## config.mk

```make
export PLATFORM = sky130hd
export DESIGN_NAME = des_perm_pipe
export DESIGN_NICKNAME = d
export VERILOG_FILES = /design/src/rtl/des_perm_pipe.sv
export SDC_FILE = /design/constraint.sdc
export NUM_CORES = 1
export LEC_CHECK = 0
export BUFFER_PORTS_ARGS = -buffer_cell sky130_fd_sc_hd__buf_2
export CAP_MARGIN = 15
export CORE_MARGIN = 3
export CORE_UTILIZATION = 52
export DETAILED_ROUTE_END_ITERATION = 8
export GPL_TIMING_DRIVEN = 0
export PLACE_DENSITY = 0.86
export SYNTH_ARGS = -nofsm -noshare
export SYNTH_HDL_FRONTEND = slang
export SYNTH_SLANG_ARGS = --single-unit
```

## constraint.sdc

```tcl
create_clock -name clk -period 1.75 [get_ports clk]
set_clock_uncertainty 0.05 [all_clocks]
set_input_delay 0.175 -clock clk [delete_from_list [all_inputs] [get_ports clk]]
set_output_delay 0.175 -clock clk [all_outputs]
set_load 0.05 [all_outputs]
```

## src/rtl/des_perm_pipe.sv

```systemverilog
// des_perm_pipe
//
// Purpose:
//   Pipelined DES bit-permutation block. Each accepted 64-bit block goes
//   through one of four operations, chosen per block by in_mode:
//     00 : swap halves {L16,R16} -> {R16,L16}, then final permutation FP
//     01 : initial permutation IP, result {L0,R0}
//     10 : final permutation FP, no swap
//     11 : pass-through
//   The permutation is computed combinationally at the input. The result
//   then moves through DEPTH register stages under valid/ready flow control.
//   DES bit 1 is the MSB of every 64-bit bus.
//
// Parameters:
//   DEPTH  number of register stages (1..4); this is the latency in cycles
//   CNT_W  width of the optional delivered-result counter
//
// Ports:
//   clk         single clock, rising edge
//   rst_n       asynchronous active-low reset
//   in_valid    input block present
//   in_ready    block accepted this cycle (in_valid & in_ready = handshake)
//   in_mode     operation select, captured with in_data on handshake
//   in_data     64-bit input block
//   out_valid   result present
//   out_ready   downstream accepts result
//   out_data    64-bit permuted block
//   stat_count  delivered-result counter, present only when the macro
//               DES_PERM_STATS_EN is defined
//
// Configuration macro:
//   DES_PERM_STATS_EN  adds the stat_count port and its counter
module des_perm_pipe #(
  parameter int DEPTH = 2,
  parameter int CNT_W = 16
) (
  input  logic             clk,
  input  logic             rst_n,
  input  logic             in_valid,
  output logic             in_ready,
  input  logic [1:0]       in_mode,
  input  logic [63:0]      in_data,
  output logic             out_valid,
  input  logic             out_ready,
  output logic [63:0]      out_data
`ifdef DES_PERM_STATS_EN
  ,
  output logic [CNT_W-1:0] stat_count
`endif
);

  if (DEPTH < 1 || DEPTH > 4) begin : g_depth_check
    $fatal(1, "des_perm_pipe: DEPTH=%0d is outside the legal range 1..4", DEPTH);
  end

  // FIPS 46-3 tables: output bit i (1-based, MSB first) takes input bit TAB[i].
  localparam int IP_TAB [64] = '{
    58, 50, 42, 34, 26, 18, 10, 2,
    60, 52, 44, 36, 28, 20, 12, 4,
    62, 54, 46, 38, 30, 22, 14, 6,
    64, 56, 48, 40, 32, 24, 16, 8,
    57, 49, 41, 33, 25, 17,  9, 1,
    59, 51, 43, 35, 27, 19, 11, 3,
    61, 53, 45, 37, 29, 21, 13, 5,
    63, 55, 47, 39, 31, 23, 15, 7
  };

  localparam int FP_TAB [64] = '{
    40, 8, 48, 16, 56, 24, 64, 32,
    39, 7, 47, 15, 55, 23, 63, 31,
    38, 6, 46, 14, 54, 22, 62, 30,
    37, 5, 45, 13, 53, 21, 61, 29,
    36, 4, 44, 12, 52, 20, 60, 28,
    35, 3, 43, 11, 51, 19, 59, 27,
    34, 2, 42, 10, 50, 18, 58, 26,
    33, 1, 41,  9, 49, 17, 57, 25
  };

  // DES bit n lives at vector index 64-n, hence the index arithmetic below.
  function automatic logic [63:0] ip_perm(input logic [63:0] x);
    logic [63:0] y;
    logic [5:0]  src;
    y = '0;
    for (int i = 0; i < 64; i++) begin
      src = 6'(64 - IP_TAB[6'(i)]);
      y[6'(63 - i)] = x[src];
    end
    return y;
  endfunction

  function automatic logic [63:0] fp_perm(input logic [63:0] x);
    logic [63:0] y;
    logic [5:0]  src;
    y = '0;
    for (int i = 0; i < 64; i++) begin
      src = 6'(64 - FP_TAB[6'(i)]);
      y[6'(63 - i)] = x[src];
    end
    return y;
  endfunction

  logic [63:0] perm_data;

  logic        valid_q [DEPTH];
  logic        valid_d [DEPTH];
  logic [63:0] data_q  [DEPTH];
  logic [63:0] data_d  [DEPTH];
  logic        adv     [DEPTH];

  // The mode is applied here, before stage 1, so each stage only has to
  // carry the already-permuted data. A later change of in_mode cannot
  // affect a block that has already been captured.
  always_comb begin
    perm_data = in_data;
    case (in_mode)
      2'b00:   perm_data = fp_perm({in_data[31:0], in_data[63:32]});
      2'b01:   perm_data = ip_perm(in_data);
      2'b10:   perm_data = fp_perm(in_data);
      default: perm_data = in_data;
    endcase
  end

  // A stage may advance when there is a bubble at or after it, or the sink
  // is taking the last stage's result. Scanning from the output end with a
  // running flag avoids a chain of array elements feeding each other.
  always_comb begin : adv_scan
    logic bubble;
    bubble = out_ready;
    for (int i = DEPTH - 1; i >= 0; i--) begin
      bubble = bubble || !valid_q[i];
      adv[i] = bubble;
    end
  end

  // Advancing stages load from their predecessor; stage 1 loads from the
  // input. Data is only loaded when a valid block arrives, so idle stages
  // do not toggle their data registers.
  always_comb begin
    for (int i = 0; i < DEPTH; i++) begin
      valid_d[i] = valid_q[i];
      data_d[i]  = data_q[i];
    end
    if (adv[0]) begin
      valid_d[0] = in_valid;
      if (in_valid) begin
        data_d[0] = perm_data;
      end
    end
    for (int i = 1; i < DEPTH; i++) begin
      if (adv[i]) begin
        valid_d[i] = valid_q[i-1];
        if (valid_q[i-1]) begin
          data_d[i] = data_q[i-1];
        end
      end
    end
  end

  // Stage registers. Reset empties the pipeline and clears the data so that
  // out_data reads zero while reset is applied.
  always_ff @(posedge clk or negedge rst_n) begin
    if (!rst_n) begin
      for (int i = 0; i < DEPTH; i++) begin
        valid_q[i] <= 1'b0;
        data_q[i]  <= '0;
      end
    end else begin
      for (int i = 0; i < DEPTH; i++) begin
        valid_q[i] <= valid_d[i];
        data_q[i]  <= data_d[i];
      end
    end
  end

  assign in_ready  = adv[0];
  assign out_valid = valid_q[DEPTH-1];
  assign out_data  = data_q[DEPTH-1];

`ifdef DES_PERM_STATS_EN
  logic [CNT_W-1:0] stat_count_q;
  logic [CNT_W-1:0] stat_count_d;

  // Counts output handshakes; wraps naturally at the counter width.
  always_comb begin
    stat_count_d = stat_count_q;
    if (out_valid && out_ready) begin
      stat_count_d = stat_count_q + CNT_W'(1);
    end
  end

  always_ff @(posedge clk or negedge rst_n) begin
    if (!rst_n) begin
      stat_count_q <= '0;
    end else begin
      stat_count_q <= stat_count_d;
    end
  end

  assign stat_count = stat_count_q;
`endif

endmodule

```

==> impl_metrics.env, run 1 <==
export IMPL_status="complete, no violations"
export IMPL_netlist_area_um2=5230
export IMPL_die_area_um2=11300
export IMPL_synth_seq_area_share=0.622
export IMPL_slowest_stage="dfrtp_2"
export IMPL_synth_adder_area_share=0
export IMPL_initial_utilization=0.550
export IMPL_fmax_ghz=0.628
export IMPL_vias=3603
export IMPL_finalHoldViolations=0
export IMPL_synth_area_per_cell_um2=15.0
export IMPL_fin_ws_ns=0.157
export IMPL_dp_worst_setup_slack_ns=0.208
export IMPL_rows=35
export IMPL_min_period_ns=1.59
export IMPL_syn_inst=348
export IMPL_clk_pin_slew_worst_paths_ns=0.06
export IMPL_synth_area_mux_share=0.138
export IMPL_critPathLaunch="out_valid"
export IMPL_maxSlewHeadroom=0.631
export IMPL_h_tree_depth=4
export IMPL_synth_nets=418
export IMPL_fillers=552
export IMPL_drv_cap=0
export IMPL_final_common_cell="buf_2"
export IMPL_final_cell_mix="buf_2, dfrtp_1, buf_4"
export IMPL_synth_simple_area_share=0.0115
export IMPL_grt_setup_unrepaired="no"
export IMPL_clk_latency_ns=0.50
export IMPL_coreArea_um2=9500
export IMPL_r2r_start="out_valid"
export IMPL_num_antenna_cells=0
export IMPL_drtAntennaViolNets=0
export IMPL_grt_pass1_wl_um=20700
export IMPL_worstMarginPinSlew_ns=0.553
export IMPL_setup_viol=0
export IMPL_p_leak_nw=3.99
export IMPL_cpPeakStageDelay_ns=0.43
export IMPL_whs_ns=0.170
export IMPL_synth_top_family_by_area="multiplexers"
export IMPL_wl_um=12600
export IMPL_crit_chain="nand3b_4 -> nand2_1 -> buf_2 -> a22o_1"
export IMPL_ir_worst_vdd_uv=749
export IMPL_p_sw_frac=0.278
export IMPL_end_kind="register"
export IMPL_antenna_found_initial=0
export IMPL_root_buffer="clkbuf_8"
export IMPL_first_iter_violations=107
export IMPL_layout_drive_gt1_share=0.541
export IMPL_ys_types=11
export IMPL_drc=0
export IMPL_cts_hold_buffers=68
export IMPL_drv_slew=0
export IMPL_synth_xor_area_frac=0
export IMPL_synth_compound_area_frac=0.107
export IMPL_post_cts_resized=0
export IMPL_cts_made_buffers=17
export IMPL_io_pins=136
export IMPL_post_cts_buffers=0
export IMPL_fin_crit_sh=0.910
export IMPL_crit_arrival_ns=1.92
export IMPL_numPortBuffers=135
export IMPL_area_delta_synth_final_pct=42.2
export IMPL_place_hpwl_um=7240
export IMPL_p_int_mw=6.70
export IMPL_critPathKind="reg -> reg"
export IMPL_die_h_um=106
export IMPL_wl_per_cell_um=17.7
export IMPL_grt_util_all_layers=0.237
export IMPL_path_buf_inv=1
export IMPL_cts_tree="done"
export IMPL_critical_path_top_delay_family="flip-flops"
export IMPL_clockBufferDepth=2
export IMPL_die_w_um=106
export IMPL_p_sw_mw=2.58
export IMPL_via_per_inst=5.05
export IMPL_crit_fanout=10
export IMPL_clkSinkCount=130
export IMPL_grt_pass1_vias=4039
export IMPL_gp_congestion=0.739
export IMPL_critPathLaunchType="register"
export IMPL_min_path_type="in -> async"
export IMPL_p_per_area_nw_per_um2=1250
export IMPL_power_frac_clock=0.420
export IMPL_p_comb_frac=0.206
export IMPL_seqPwrFrac=0.374
export IMPL_cp_required_ns=2.07
export IMPL_ys_seq_elements=130
export IMPL_yosysWarnings=0
export IMPL_grt_start_max_net_pins=71
export IMPL_nets=641
export IMPL_setup_tns_final_ns=0
export IMPL_dr_pass1_iters=6
export IMPL_grt_overflow_total=0
## synth_stat cells
master / count / area share
a22o_1: 64 / 0.11
buf_4: 70 / 0.10
and4_4: 1 / 0.0022
nand3b_4: 1 / 0.0038
buf_2: 6 / 0.0057
nand2b_1: 3 / 0.0036
nand2_2: 1 / 0.0012
dfrtp_1: 130 / 0.62
buf_6: 7 / 0.015
nand2_1: 1 / 0.00072
mux2_2: 64 / 0.14
## flip-flops by register name (all words and copies together) (netlist names)
name / count
out_valid: 1
valid_q: 1
data_q: 64
out_data: 64
## kinds of logic after synthesis
family | after synthesis
compound gates | 64
buf+inv | 83
flops | 130
mux | 64
simple gates | 7
## routing by layer
metal  track usage  routed length [µm]  vias up
met2         0.418                6660      124
met3        0.0613                 702       15
met5             0                   0        -
met1         0.290                5100     1828
li1              -                   -     1636
met4        0.0657                 147        0
## power groups by stage
stage                     registers [mW]  logic [mW]  clock network [mW]
after floorplan                     3.46        1.36                   0
after global placement              3.49        1.74                   0
after detailed placement            3.51        1.77                   0
after CTS                           3.46        1.91                3.95
after global routing                3.50        2.02                4.13
final                               3.47        1.91                3.90
## per-stage QoR
stage	power, mW	area (µm²)	instances	utilization
final	9.28	7440	713	0.783
after global routing	9.64	7440	713	0.783
after detailed placement	5.28	6100	613	0.642
after global placement	5.22	6070	612	0.638
after CTS	9.31	7440	713	0.783
after floorplan	4.83	5230	348	-
## final timing paths
kind                          endpoint  slack, ns  depth (start not counted)
min                        data_q[101]       0.17                          2
min in group clk           data_q[116]       0.26                          4
max                        data_q[115]       0.16                          4
min reg2reg                data_q[111]       0.45                          1
max reg2reg                data_q[115]       0.16                          4
max in group asynchronous  out_data[0]       0.76                          3
## final cells by class
| class | instances | area, µm² | share of cell area |
|---|---|---|---|
| Tap cell | 129 | 161 | 0.0217 |
| Sequential cell | 130 | 3250 | 0.438 |
| Timing Repair Buffer | 204 | 1390 | 0.187 |
| Multi-Input combinational cell | 135 | 1340 | 0.180 |
| Clock buffer | 20 | 425 | 0.0572 |
| Clock inverter | 12 | 230 | 0.0310 |
| Buffer | 83 | 634 | 0.0853 |
No activity file was read; power rests on OpenSTA's default activity.
==> run 2: changes to the inputs <==
--- a/config.mk
+++ b/config.mk
@@ -7,11 +7,11 @@
 export LEC_CHECK = 0
 export BUFFER_PORTS_ARGS = -buffer_cell sky130_fd_sc_hd__buf_2
 export CAP_MARGIN = 15
-export CORE_MARGIN = 3
 export CORE_UTILIZATION = 52
 export DETAILED_ROUTE_END_ITERATION = 8
-export GPL_TIMING_DRIVEN = 0
+export GPL_TIMING_DRIVEN = 1
 export PLACE_DENSITY = 0.86
+export SKIP_LAST_GASP = 1
 export SYNTH_ARGS = -nofsm -noshare
 export SYNTH_HDL_FRONTEND = slang
 export SYNTH_SLANG_ARGS = --single-unit
==> impl_metrics.env, run 2 (synthesized netlist as in run 1, its figures left out) <==
export IMPL_cts_made_buffers=17
export IMPL_cpPeakStageDelay_ns=0.45
export IMPL_end_kind="output port"
export IMPL_hold_end="data_q[109]"
export IMPL_layout_drive_gt1_share=0.475
export IMPL_grt_overflow_total=0
export IMPL_p_per_area_nw_per_um2=1260
export IMPL_grt_pass1_wl_um=17500
export IMPL_placed_cells=540
export IMPL_p_sw_frac=0.286
export IMPL_clk_latency_ns=0.52
export IMPL_post_cts_resized=0
export IMPL_r2r_start="valid_q[1]"
export IMPL_die_h_um=102
export IMPL_rows=36
export IMPL_power_frac_clock=0.408
export IMPL_grt_util_all_layers=0.228
export IMPL_io_pins=136
export IMPL_die_area_um2=10500
export IMPL_power_total_mw=8.60
export IMPL_p_int_mw=6.14
export IMPL_drtAntennaViolNets=0
export IMPL_crit_chain="nand3b_4 -> buf_2"
export IMPL_min_path_type="in -> reg"
export IMPL_fmax_ghz=0.624
export IMPL_worstRegToRegCells=4
export IMPL_setup_viol=0
export IMPL_finalHoldViolations=0
export IMPL_p_sw_mw=2.46
export IMPL_root_buffer="clkbuf_8"
export IMPL_final_core_util=0.699
export IMPL_min_delay_start="in_mode[1]"
export IMPL_h_tree_depth=4
export IMPL_status="complete, no violations"
export IMPL_maxSlewHeadroom=0.567
export IMPL_place_area_um2=5550
export IMPL_crit_fanout=4
export IMPL_clkSinkCount=130
export IMPL_wl_um=11100
export IMPL_cts_tree="done"
export IMPL_worstMarginPinSlew_ns=0.650
export IMPL_post_cts_buffers=0
export IMPL_vias=3357
export IMPL_worst_r2r_setup_slack_ns=0.27
export IMPL_num_antenna_cells=0
export IMPL_initial_utilization=0.535
export IMPL_wl_per_cell_um=17.3
export IMPL_p_leak_nw=3.59
export IMPL_setup_tns_final_ns=0
export IMPL_clockBufferDepth=2
export IMPL_ir_worst_vdd_uv=740
export IMPL_fillers=640
export IMPL_gp_congestion=0.655
export IMPL_final_area_um2=6830
export IMPL_numPortBuffers=135
export IMPL_final_cell_mix="buf_2, dfrtp_1, dlygate4sd3_1"
export IMPL_min_period_ns=1.60
export IMPL_clk_pin_slew_worst_paths_ns=0.06
export IMPL_drc=0
export IMPL_via_per_inst=5.25
export IMPL_seqPwrFrac=0.403
export IMPL_grt_setup_unrepaired="no"
export IMPL_grt_start_max_net_pins=131
export IMPL_r2r_end="data_q[118]"
export IMPL_drv_cap=0
export IMPL_nets=564
export IMPL_die_w_um=102
export IMPL_cp_required_ns=1.52
export IMPL_whs_path_depth=4
export IMPL_dr_pass1_iters=6
export IMPL_first_iter_violations=79
export IMPL_area_delta_synth_final_pct=30.6
export IMPL_fin_crit_sh=0.916
export IMPL_antenna_found_initial=0
export IMPL_grt_pass1_vias=3555
export IMPL_crit_arrival_ns=1.38
export IMPL_critPathKind="reg -> out"
export IMPL_coreArea_um2=9770
export IMPL_place_hpwl_um=6120
export IMPL_slowest_stage="dfrtp_1"
export IMPL_critPathLaunchType="register"
export IMPL_fin_cells=640
export IMPL_p_comb_frac=0.189
export IMPL_final_common_cell="buf_2"
export IMPL_drv_slew=0
==> run 2: cell types whose count changed in the layout (fill, tap and decap cells not counted), moves of 4 or more <==
cell,before,now
clkinv_2,0,5
buf_12,0,4
buf_2,140,134
buf_4,70,3
buf_6,8,1
==> run 2: metal layers <==
layer,part of all wire,wire (µm),track usage,vias to the layer above
li1,-,-,-,1478
met1,0.40,4460,0.256,1713
met2,0.51,5710,0.394,143
met3,0.068,755,0.0855,23
met4,0.015,172,0.0912,0
met5,0,0,0,-
==> run 2: what timing repair did <==
item | 4_1_cts | 5_1_grt
endpoints found under the hold margin | 196 | 0
hold buffers | 68 | 0
endpoints found under the setup margin | 0 | 0
==> run 2: through the flow <==
| stage | hold slack, ns | setup slack, ns |
|---|---|---|
| 3_5_place_dp | 0.266 | 0.320 |
| 4_1_cts | 0.229 | 0.149 |
| 2_1_floorplan | -0.171 | 0.120 |
| 5_1_grt | 0.248 | 0.0820 |
| 6_report | 0.250 | 0.146 |
| 3_3_place_gp | 0.262 | 0.376 |
==> run 2: how the worst max path moves through the flow <==
stage	end	slack [ns]	cells past startpoint	from
after detailed placement	data_q[118]	0.32	4	valid_q[1]
final	in_ready	0.15	2	valid_q[1]
after floorplan	data_q[100]	0.12	5	out_valid
after global placement	data_q[80]	0.38	4	valid_q[1]
after global routing	in_ready	0.08	2	valid_q[1]
after CTS	in_ready	0.15	2	valid_q[1]
==> run 2: final cells by class <==
type / instances / area, µm² / area share
Clock buffer: 22 / 463 / 0.0678
Clock inverter: 10 / 131 / 0.0192
Multi-Input combinational cell: 135 / 1350 / 0.198
Sequential cell: 130 / 3250 / 0.477
Tap cell: 133 / 166 / 0.0244
Timing Repair Buffer: 210 / 1470 / 0.215
==> run 2: power by group through the flow <==
stage / clock network, mW / registers, mW / logic, mW
2_1_floorplan: 0 / 3.46 / 1.36
3_3_place_gp: 0 / 3.48 / 1.48
3_5_place_dp: 0 / 3.51 / 1.50
4_1_cts: 3.56 / 3.46 / 1.62
5_1_grt: 3.71 / 3.50 / 1.72
6_report: 3.51 / 3.47 / 1.63
==> run 2: critical path, delay by kind of cell, from the launching register on <==
family | cells | cell delay [ns]
AND/OR/NAND/NOR | 1 | 0.14
buffers and inverters | 1 | 0.27
flip-flops | 1 | 0.45
